==> src/rtl/imm_gen_pipe.sv <==
// RISC-V immediate generator with a registered 2-entry output FIFO and a saturating accept counter.
// Optional feature: define IMM_GEN_ZIMM_EN to decode CSR zero-extended immediates (fmt Z).
module imm_gen_pipe #(
  parameter int XLEN  = 64,
  parameter int CNT_W = 16
) (
  input  logic             clk,
  input  logic             rst_n,
  input  logic             in_valid,
  output logic             in_ready,
  input  logic [31:0]      inst,
  output logic             out_valid,
  input  logic             out_ready,
  output logic [XLEN-1:0]  imm,
  output logic [2:0]       fmt,
  output logic             illegal,
  output logic [CNT_W-1:0] dec_cnt
);

  typedef enum logic [2:0] {
    FMT_NONE = 3'd0,
    FMT_I    = 3'd1,
    FMT_S    = 3'd2,
    FMT_B    = 3'd3,
    FMT_U    = 3'd4,
    FMT_J    = 3'd5,
    FMT_Z    = 3'd6
  } fmt_e;

  typedef struct packed {
    logic [XLEN-1:0] imm;
    fmt_e            fmt;
    logic            illegal;
  } entry_t;

  entry_t      dec;
  logic [31:0] dec_imm32;
  fmt_e        dec_fmt;
  logic        dec_illegal;

  entry_t      mem [2];
  logic        rd_ptr;
  logic        wr_ptr;
  logic [1:0]  count;
  logic        push;
  logic        pop;
  entry_t      head;

  // Decode into a 32-bit immediate first; every format is defined in 32 bits
  // and then sign-extended once, so XLEN=32 and XLEN=64 share one path.
  always_comb begin
    // NOTE: every always_comb output gets a default first so no path can infer a latch.
    dec_imm32   = '0;
    dec_fmt     = FMT_NONE;
    dec_illegal = (inst[1:0] != 2'b11);
    case (inst[6:2])
      5'b00000, 5'b00100, 5'b00110, 5'b11001: begin
        dec_fmt   = FMT_I;
        dec_imm32 = {{20{inst[31]}}, inst[31:20]};
      end
      5'b01000: begin
        dec_fmt   = FMT_S;
        dec_imm32 = {{20{inst[31]}}, inst[31:25], inst[11:7]};
      end
      5'b11000: begin
        dec_fmt   = FMT_B;
        dec_imm32 = {{19{inst[31]}}, inst[31], inst[7], inst[30:25], inst[11:8], 1'b0};
      end
      5'b00101, 5'b01101: begin
        dec_fmt   = FMT_U;
        dec_imm32 = {inst[31:12], 12'b0};
      end
      5'b11011: begin
        dec_fmt   = FMT_J;
        dec_imm32 = {{11{inst[31]}}, inst[31], inst[19:12], inst[20], inst[30:21], 1'b0};
      end
`ifdef IMM_GEN_ZIMM_EN
      5'b11100: begin
        if (inst[14]) begin
          dec_fmt   = FMT_Z;
          dec_imm32 = {27'b0, inst[19:15]};
        end
      end
`else
`endif
      default: ;
    endcase
    if (dec_illegal) begin
      dec_fmt   = FMT_NONE;
      dec_imm32 = '0;
    end
    dec.imm     = XLEN'($signed(dec_imm32));
    dec.fmt     = dec_fmt;
    dec.illegal = dec_illegal;
  end

  // Gating with rst_n keeps the producer stalled for the whole reset window.
  assign in_ready  = rst_n && (count != 2'd2);
  assign out_valid = (count != 2'd0);
  assign push      = in_valid && in_ready;
  assign pop       = out_valid && out_ready;

  // NOTE: the FIFO storage has no reset; entries are only visible through out_valid.
  always_ff @(posedge clk) begin
    if (push) begin
      mem[wr_ptr] <= dec;
    end
  end

  // NOTE: sequential state uses non-blocking assignments only.
  always_ff @(posedge clk or negedge rst_n) begin
    if (!rst_n) begin
      count   <= 2'd0;
      rd_ptr  <= 1'b0;
      wr_ptr  <= 1'b0;
      dec_cnt <= '0;
    end else begin
      if (push) begin
        wr_ptr <= ~wr_ptr;
      end
      if (pop) begin
        rd_ptr <= ~rd_ptr;
      end
      case ({push, pop})
        2'b10:   count <= count + 2'd1;
        2'b01:   count <= count - 2'd1;
        default: count <= count;
      endcase
      if (push && (dec_cnt != {CNT_W{1'b1}})) begin
        dec_cnt <= dec_cnt + CNT_W'(1);
      end
    end
  end

  // Empty FIFO drives all-zero data rather than stale storage.
  assign head    = out_valid ? mem[rd_ptr] : '0;
  assign imm     = head.imm;
  assign fmt     = head.fmt;
  assign illegal = head.illegal;

endmodule

==> config.mk <==
export PLATFORM = sky130hd
export DESIGN_NAME = imm_gen_pipe
export DESIGN_NICKNAME = d
export VERILOG_FILES = /design/src/rtl/imm_gen_pipe.sv
export SDC_FILE = /design/constraint.sdc
export NUM_CORES = 1
export LEC_CHECK = 0
export BUFFER_PORTS_ARGS = -buffer_cell sky130_fd_sc_hd__buf_2
export CORE_MARGIN = 10
export CORE_UTILIZATION = 32
export CTS_BUF_LIST = sky130_fd_sc_hd__clkbuf_2 sky130_fd_sc_hd__clkbuf_4 sky130_fd_sc_hd__clkbuf_8
export CTS_CLUSTER_DIAMETER = 200
export DETAILED_ROUTE_END_ITERATION = 7
export PLACE_DENSITY = 0.56
export SLEW_MARGIN = 20
export SYNTH_ARGS = -nofsm -noshare
export SYNTH_HDL_FRONTEND = slang
export SYNTH_SLANG_ARGS = --single-unit
==> constraint.sdc <==
create_clock -name clk -period 3.9 [get_ports clk]
set_clock_uncertainty 0.2 [all_clocks]
set_input_delay 0.195 -clock clk [delete_from_list [all_inputs] [get_ports clk]]
set_output_delay 0.195 -clock clk [all_outputs]
set_load 0.1 [all_outputs]
==> results.py, run 1 <==
metrics = {
    "critical_path": {
        "crit_type": "register to primary output",
        "arrival_ps": 2140,
        "cp-startpoint": "count[0]$_DFFE_PN0P_",
        "cp.required_ps": 3500,
        "cp-end-kind": "primary output",
        "worstPathMaxFanout": 24,
        "regToRegStartpoint": "dec_cnt[0]$_DFFE_PN0P_",
        "startpoint_type": "register",
    },
    "final_layout": {
        "area_growth_pct": 18.52,
        "fin_nets": 509,
        "final_common_cell": "buf_2",
        "multi_input_area_um2": 1553,
        "drive_above_1_share_pct": 32.98,
        "ff_latch_area_um2": 2664,
        "antenna_cells": 0,
        "final_cell_mix": "121 x buf_2, 72 x edfxtp_1, 50 x nor2_1",
        "nFillCells": 1381,
    },
    "floorplanning": {
        "start_util_pct": 32.57,
        "die_width_um": 138.9,
        "io_pins": 122,
        "die_area_um2": 19280,
        "rows": 43,
        "core_area_um2": 13880,
        "die_y_um": 138.9,
    },
    "clock_network": {
        "post-cts-setup-buffers": 0,
        "clock_sinks": 92,
        "cts_max_level": 3,
        "holdBufCountCts": 8,
        "path_clk_slew_ps": 90,
        "cts_tree": "yes",
        "numCtsBuffers": 9,
        "worstSkewPairLatency_ps": 360,
        "cts_resized": 0,
        "clk_path_buf_depth": 2,
        "cts.root.buffer_cell": "clkbuf_8",
    },
    "sta": {
        "setup_tns_ps": 0,
        "setup_viol": 0,
        "rsz0062_at_grt": "false",
        "report.final.slew_viol_count": 0,
        "finalHoldViolations": 0,
        "worst_pin_slew_ps": 947.9,
        "post-route-min-period_ps": 2534,
        "clock.fmax_mhz": 394.6,
        "period_share_pct": 64.98,
        "slew-limit-headroom_pct": 36.23,
    },
    "grt": {
        "grt_pass1_vias": 3263,
        "grt_max_degree": 37,
        "busiest_layer": "met2",
        "met1_usage_pct": 13.98,
        "antenna_found_initial": 0,
        "use_met3_pct": 4.795,
        "track_usage_pct": 11.37,
        "grt_overflow": 0,
        "use_met2_pct": 17.86,
        "grt_pass1_wl_um": 17760,
    },
    "synth": {
        "synth_top_flop_cell": "edfxtp_1",
        "ys_async_sr_fraction_pct": 21.74,
        "syn_nets": 413,
        "seq_area_frac_synth_pct": 58.90,
        "netlist-cell-type-count": 45,
        "synth-seq-cells": 92,
        "syn_avg_cell_area_um2": 12.05,
        "synth-edff-count": 72,
        "syn_inst": 375,
        "yosysWarnings": 0,
        "synth_area_um2": 4521,
    },
    "route": {
        "drt_pre_antenna_iters": 4,
        "drc": 0,
        "vias": 3096,
        "avgRoutedWirePerCell_um": 17.03,
        "viasPerCell": 4.720,
        "wl_um": 11170,
        "drtIter0Drc": 121,
        "final_antenna_net_count": 0,
    },
    "place": {
        "gp_congestion": 0.8870,
        "port_buffers": 121,
        "place_hpwl_um": 8036,
    },
    "flow_run": {
        "cap_violations": 0,
    },
    "outcome": {
        "status": "complete, no violations",
    },
    "min_path": {
        "hp-class": "input port to register",
        "min-delay-start": "inst[12]",
    },
}
cell type report:
cell class,count,area share [%]
Inverter,4,0.2802
Clock inverter,7,0.9108
Tap cell,180,4.204
Multi-Input combinational cell,232,28.98
Clock buffer,9,2.312
Sequential cell,92,49.72
Timing Repair Buffer,132,13.59
sequential cells by signal (all words and copies together) (netlist names):
name / count
mem: 72
wr_ptr: 1
rd_ptr: 1
dec_cnt: 16
count: 2
Yosys cell counts (all sizes together), types with 4 or more instances:
| library cell | n | area share (%) |
|---|---|---|
| a21oi | 23 | 2.5 |
| a22oi | 4 | 0.66 |
| and2 | 8 | 1.1 |
| buf | 39 | 6.2 |
| clkbuf | 8 | 0.66 |
| dfrtp | 20 | 11 |
| edfxtp | 72 | 48 |
| inv | 4 | 0.33 |
| mux2 | 4 | 1.0 |
| mux2i | 37 | 8.2 |
| nand2 | 22 | 1.8 |
| nand3 | 15 | 1.8 |
| nand4 | 4 | 0.83 |
| nor2 | 54 | 4.5 |
| nor2b | 4 | 0.55 |
| nor3 | 7 | 0.77 |
| nor4 | 6 | 1.8 |
| o21ai | 5 | 0.55 |
| o31ai | 4 | 0.66 |
| xor2 | 12 | 2.3 |
stage by stage:
step	setup slack, ps	cell area, um^2	instances	hold slack [ps]	utilization [%]
3_5_place_dp	1296	5077	631	-3.901	36.58
6_report	1366	5358	656	38.41	38.60
4_1_cts	1156	5330	655	17.12	38.40
3_3_place_gp	1368	5070	631	-21.58	36.52
5_1_grt	1079	5358	656	14.84	38.60
2_1_floorplan	486.6	4523	375	-300.6	-
path summary, 6_finish.rpt:
path                                           to  slack (ps)  cells after the start
setup / recovery                           imm[8]        1370                      4
hold / removal               mem[0][16]$_DFFE_PP_          40                      3
setup reg to reg           dec_cnt[1]$_DFFE_PN0P_        1680                      5
hold reg to reg            dec_cnt[7]$_DFFE_PN0P_         320                      1
max in group asynchronous      rd_ptr$_DFFE_PN0P_        3000                      2
min in group asynchronous  dec_cnt[7]$_DFFE_PN0P_         140                      2
routing by layer:
metal	share of wire, %	wire, um
met1	45	4988
met3	7.8	876
met5	0	0
met4	1.4	157
met2	46	5150
logic make-up after synthesis:
kind of cell / after synthesis / share of synthesized area (%)
AO/OA/AOI/OAI: 42 / 6.006
XOR/XNOR: 15 / 2.906
adder cells (fa/ha/maj): 2 / 0.5535
buffers and inverters: 51 / 7.224
flip-flops: 92 / 58.90
multiplexers: 41 / 9.189
AND/OR/NAND/NOR: 132 / 15.22
worst max-delay path, stage by stage, from the launching register on:
cell and delay, ps:
dfrtp_1 430, nor2_2 490, buf_4 410, nor2_1 130, buf_2 310
Power of run 1 is not shown: default switching activity piles up to over one toggle a cycle in this logic, so the estimate is an artifact.
==> inputs of run 2 (changes only) <==
Settings changed: PLACE_DENSITY 0.56 to 0.58.
Clock period 3.9 ns to 2 ns, I/O delays scaled along.
==> run 2 against run 1 <==
Compared with the run above: final cell count increased by 8.1%; clock-buffer cell count unchanged; utilization increased by 13 points; hold slack got worse by 15 ps; via count increased by 7.7%; first-iteration DRC count increased by 60%; global-route usage increased by 0.92 points; critical path depth increased by 1; critical path type unchanged.
==> results.py, run 2 (synthesized netlist as in run 1, its figures left out) <==
metrics = {
    "grt": {
        "grt_overflow": 0,
        "antenna_found_initial": 0,
        "grt_max_degree": 37,
        "track_usage_pct": 12.29,
        "grt_pass1_wl_um": 19360,
        "grt_pass1_vias": 3634,
    },
    "clock_network": {
        "cts.root.buffer_cell": "clkbuf_8",
        "cts_tree": "yes",
        "clock_sinks": 92,
        "cts_max_level": 3,
        "clk_path_buf_depth": 2,
        "numCtsBuffers": 9,
        "worstSkewPairLatency_ps": 370,
        "path_clk_slew_ps": 90,
    },
    "critical_path": {
        "path_buf_inv": 3,
        "cp-end-kind": "primary output",
        "r2r_slack_ps": 70,
        "crit_type": "register to primary output",
        "max_stage_delay_ps": 400,
        "regToRegStartpoint": "count[1]$_DFFE_PN0P_",
        "startpoint_type": "register",
        "crit_cells": 5,
        "cp_slowest_cell": "dfrtp_1",
        "reg2reg_depth": 5,
        "cp.required_ps": 1700,
        "worstPathMaxFanout": 18,
        "arrival_ps": 1670,
        "critPathTopFamily": "buffers and inverters",
        "cp-startpoint": "count[0]$_DFFE_PN0P_",
        "worstPathCellList": "buf_6 > nor2_4 > bufbuf_16 > nor2_2 > buf_12",
    },
    "sta": {
        "rsz0062_at_grt": "true",
        "finalHoldViolations": 0,
        "report.final.slew_viol_count": 0,
        "setup_viol": 0,
        "post-route-min-period_ps": 1973,
        "worst_pin_slew_ps": 669.6,
        "slew-limit-headroom_pct": 55.06,
        "clock.fmax_mhz": 506.9,
        "period_share_pct": 98.64,
    },
    "final_layout": {
        "design_area_um2": 7189,
        "multi_input_area_um2": 1743,
        "fin_nets": 562,
        "reg_top3": "mem: 72 flops, dec_cnt: 16 flops, count: 2 flops",
        "drive_above_1_share_pct": 47.07,
        "largest_register": "mem",
        "antenna_cells": 0,
        "final_cell_mix": "72 x edfxtp_1, 68 x buf_12, 51 x buf_2",
        "final_common_cell": "edfxtp_1",
        "largest_register_ffs": 72,
        "area_growth_pct": 59.04,
        "nFillCells": 1174,
        "ff_latch_area_um2": 2701,
    },
    "floorplanning": {
        "rows": 43,
        "die_area_um2": 19280,
        "die_y_um": 138.9,
        "io_pins": 122,
        "start_util_pct": 32.57,
        "die_width_um": 138.9,
        "core_area_um2": 13880,
    },
    "place": {
        "place_hpwl_um": 8287,
        "gp_congestion": 0.8362,
        "place_area_um2": 6399,
        "port_buffers": 121,
    },
    "min_path": {
        "hp-class": "input port to register",
        "min-delay-start": "inst[0]",
        "whs_path_depth": 3,
    },
    "route": {
        "vias": 3333,
        "drt_pre_antenna_iters": 4,
        "viasPerCell": 4.701,
        "final_antenna_net_count": 0,
        "avgRoutedWirePerCell_um": 16.87,
        "drc": 0,
        "wl_um": 11960,
        "drtIter0Drc": 194,
    },
    "flow_run": {
        "cap_violations": 0,
    },
    "outcome": {
        "status": "complete, no violations",
    },
}
run 2: worst reg2reg max path: cells and delay by family (launching register included):
kind,cells,cell delay (ps)
simple gates,3,710
flops,1,420
mux,1,330
buf+inv,1,160
run 2: repair_timing:
item	in CTS	in global routing
endpoints found under the setup margin	112	49
gates resized for setup	17	13
endpoints found under the hold margin	89	0
setup buffers	2	3
hold buffers	33	0
pin swaps	1	3
gates cloned	1	3
run 2: metal layers:
metal  wire, um  track usage [%]  vias up
met5          0                0        -
met4        158            4.668        0
met3        795            3.664       12
met1       5239            14.79     1592
met2       5769            20.21      112
li1           -                -     1617
run 2: through the flow:
| stage | std cells | hold WS, ps | setup WS, ps | TNS, ps | utilization [%] |
|---|---|---|---|---|---|
| finish | 709 | 23.17 | 27.19 | 0 | 51.79 |
| global route | 709 | 45.03 | -61.85 | -1122 | 51.79 |
| detailed placement | 651 | -283.5 | -324.4 | -2197 | 46.10 |
| CTS | 703 | 8.746 | -31.26 | -470.2 | 50.67 |
| floorplan | 375 | -395.6 | -710.8 | -26860 | - |
| global placement | 650 | -282.8 | -589.8 | -19790 | 45.90 |
run 2: area by class of cell:
class	instances	area share, %
flip-flops and latches	92	37.57
repair buffers	185	32.02
multi-input cells	232	24.24
well taps	180	3.133
clock buffers	9	1.723
clock inverters	7	1.044
inverters	4	0.2611
run 2: final timing paths:
| check | end |
|---|---|
| setup / recovery | imm[25] |
| hold / removal | mem[1][3]$_DFFE_PP_ |
| setup reg to reg | dec_cnt[15]$_DFFE_PN0P_ |
| hold reg to reg | dec_cnt[14]$_DFFE_PN0P_ |
| max in group asynchronous | wr_ptr$_DFFE_PN0P_ |
| min in group asynchronous | dec_cnt[4]$_DFFE_PN0P_ |
Power of run 2 is left out for the same reason.
==> inputs of run 3 (changes only) <==
Settings changed: SETUP_SLACK_MARGIN set to 0.2.
==> run 3 against run 2 <==
Compared with the run above: sequential share of layout area fell by 4.8 points; non-clock buffer count increased by 39; flip-flop and latch count did not move; global-route usage increased by 0.62 points; highest routed layer unchanged.
==> results.py, run 3 (synthesized netlist as in run 1, its figures left out) <==
metrics = {
    "route": {
        "drc": 0,
        "final_antenna_net_count": 0,
        "drt_pre_antenna_iters": 4,
        "drtIter0Drc": 191,
        "viasPerCell": 4.800,
        "wl_um": 13420,
        "avgRoutedWirePerCell_um": 17.92,
        "vias": 3595,
    },
    "final_layout": {
        "antenna_cells": 0,
        "drive_above_1_share_pct": 57.64,
        "area_growth_pct": 82.76,
        "nFillCells": 1049,
        "final_common_cell": "buf_12",
        "largest_register": "mem",
        "fin_nets": 602,
        "largest_register_ffs": 72,
        "reg_top3": "mem: 72 flops, dec_cnt: 16 flops, count: 2 flops",
        "final_cell_mix": "79 x buf_12, 72 x edfxtp_1, 51 x buf_2",
    },
    "clock_network": {
        "path_clk_slew_ps": 100,
        "cts_tree": "yes",
        "cts_max_level": 3,
        "cts.root.buffer_cell": "clkbuf_8",
        "clock_sinks": 92,
        "worstSkewPairLatency_ps": 370,
        "numCtsBuffers": 9,
        "clk_path_buf_depth": 2,
    },
    "floorplanning": {
        "io_pins": 122,
        "die_y_um": 138.9,
        "core_area_um2": 13880,
        "die_width_um": 138.9,
        "rows": 43,
        "die_area_um2": 19280,
        "start_util_pct": 32.57,
    },
    "critical_path": {
        "cp-end-kind": "primary output",
        "r2r_slack_ps": 60,
        "arrival_ps": 1690,
        "r2r_end": "count[1]$_DFFE_PN0P_",
        "startpoint_type": "register",
        "regToRegStartpoint": "count[0]$_DFFE_PN0P_",
        "reg2reg_depth": 10,
        "worstPathMaxFanout": 17,
        "cp.required_ps": 1700,
        "crit_type": "register to primary output",
    },
    "place": {
        "port_buffers": 121,
        "gp_congestion": 0.8401,
        "place_hpwl_um": 8254,
    },
    "sta": {
        "report.final.slew_viol_count": 0,
        "finalHoldViolations": 0,
        "setup_viol": 0,
        "period_share_pct": 99.26,
        "hold_slack_ps": 28.04,
        "post-route-min-period_ps": 1985,
        "setup_tns_ps": 0,
        "worst_pin_slew_ps": 761.7,
        "slew-limit-headroom_pct": 48.88,
        "rsz0062_at_grt": "true",
        "clock.fmax_mhz": 503.7,
    },
    "grt": {
        "antenna_found_initial": 0,
        "grt_pass1_wl_um": 20200,
        "track_usage_pct": 12.92,
        "grt_max_degree": 37,
        "grt_overflow": 0,
        "grt_pass1_vias": 3689,
    },
    "flow_run": {
        "cap_violations": 0,
    },
    "outcome": {
        "status": "complete, no violations",
    },
    "min_path": {
        "hp-class": "input port to async pin",
    },
}
## run 3: cell count changes in the layout (fill, tap and decap cells not counted), moves of 11 or more
cell,previous run,this run
mux2i_2,0,14
buf_4,21,35
nor2_4,3,36
buf_12,68,79
mux2i_1,37,14
nor2_2,32,3
## run 3: worst max path at each step
stage               slack [ps]  depth (start not counted)                      end                    from
floorplan                 -710                          5                  imm[62]      rd_ptr$_DFFE_PN0P_
CTS                        -30                          7                  imm[55]    count[0]$_DFFE_PN0P_
finish                      10                          4                  imm[36]      rd_ptr$_DFFE_PN0P_
detailed placement          50                          5  dec_cnt[15]$_DFFE_PN0P_  dec_cnt[6]$_DFFE_PN0P_
global placement            90                          5  dec_cnt[15]$_DFFE_PN0P_  dec_cnt[5]$_DFFE_PN0P_
global route               -60                          6                  imm[36]    count[0]$_DFFE_PN0P_
## run 3: final cells by class
class                      count  area, um^2  share of cell area, %
clock buffer                  10       131.4                  1.590
clock inverter                 6       40.04                 0.4846
inverter                       4       18.77                 0.2272
multi-input combinational    233        2237                  27.08
sequential                    92        2708                  32.77
tap                          180       225.2                  2.726
timing repair buffer         224        2902                  35.12
## run 3: metal layers
layer / vias up / GRT usage, % / part of all wire, %
li1: 1700 / - / -
met1: 1763 / 15.95 / 44
met2: 120 / 21.28 / 50
met3: 12 / 3.493 / 5.5
met4: 0 / 4.283 / 1.4
met5: - / 0 / 0
## run 3: critical path, stage by stage (launching register included)
cell	delay (ps)
dfrtp_2	460
mux2i_1	160
nor2_4	220
buf_12	260
buf_12	210
## run 3: what timing repair did
| action | CTS | global route |
|---|---|---|
| endpoints found under the setup margin | 85 | 123 |
| pin swaps | 18 | 21 |
| setup buffers | 28 | 18 |
| resized for setup | 209 | 48 |
| cloned | 5 | 4 |
| endpoints found under the hold margin | 89 | 0 |
| hold buffers | 30 | 0 |
## run 3: per-stage QoR
step	utilization, %	area, um^2	instances	setup slack (ps)
final	59.52	8262	749	14.78
after global routing	59.52	8262	749	-61.00
after CTS	56.24	7806	727	-34.23
after detailed placement	44.00	6107	648	47.74
after global placement	44.00	6107	648	88.28
after floorplan	-	5020	375	-710.7
Power of run 3 is left out for the same reason.
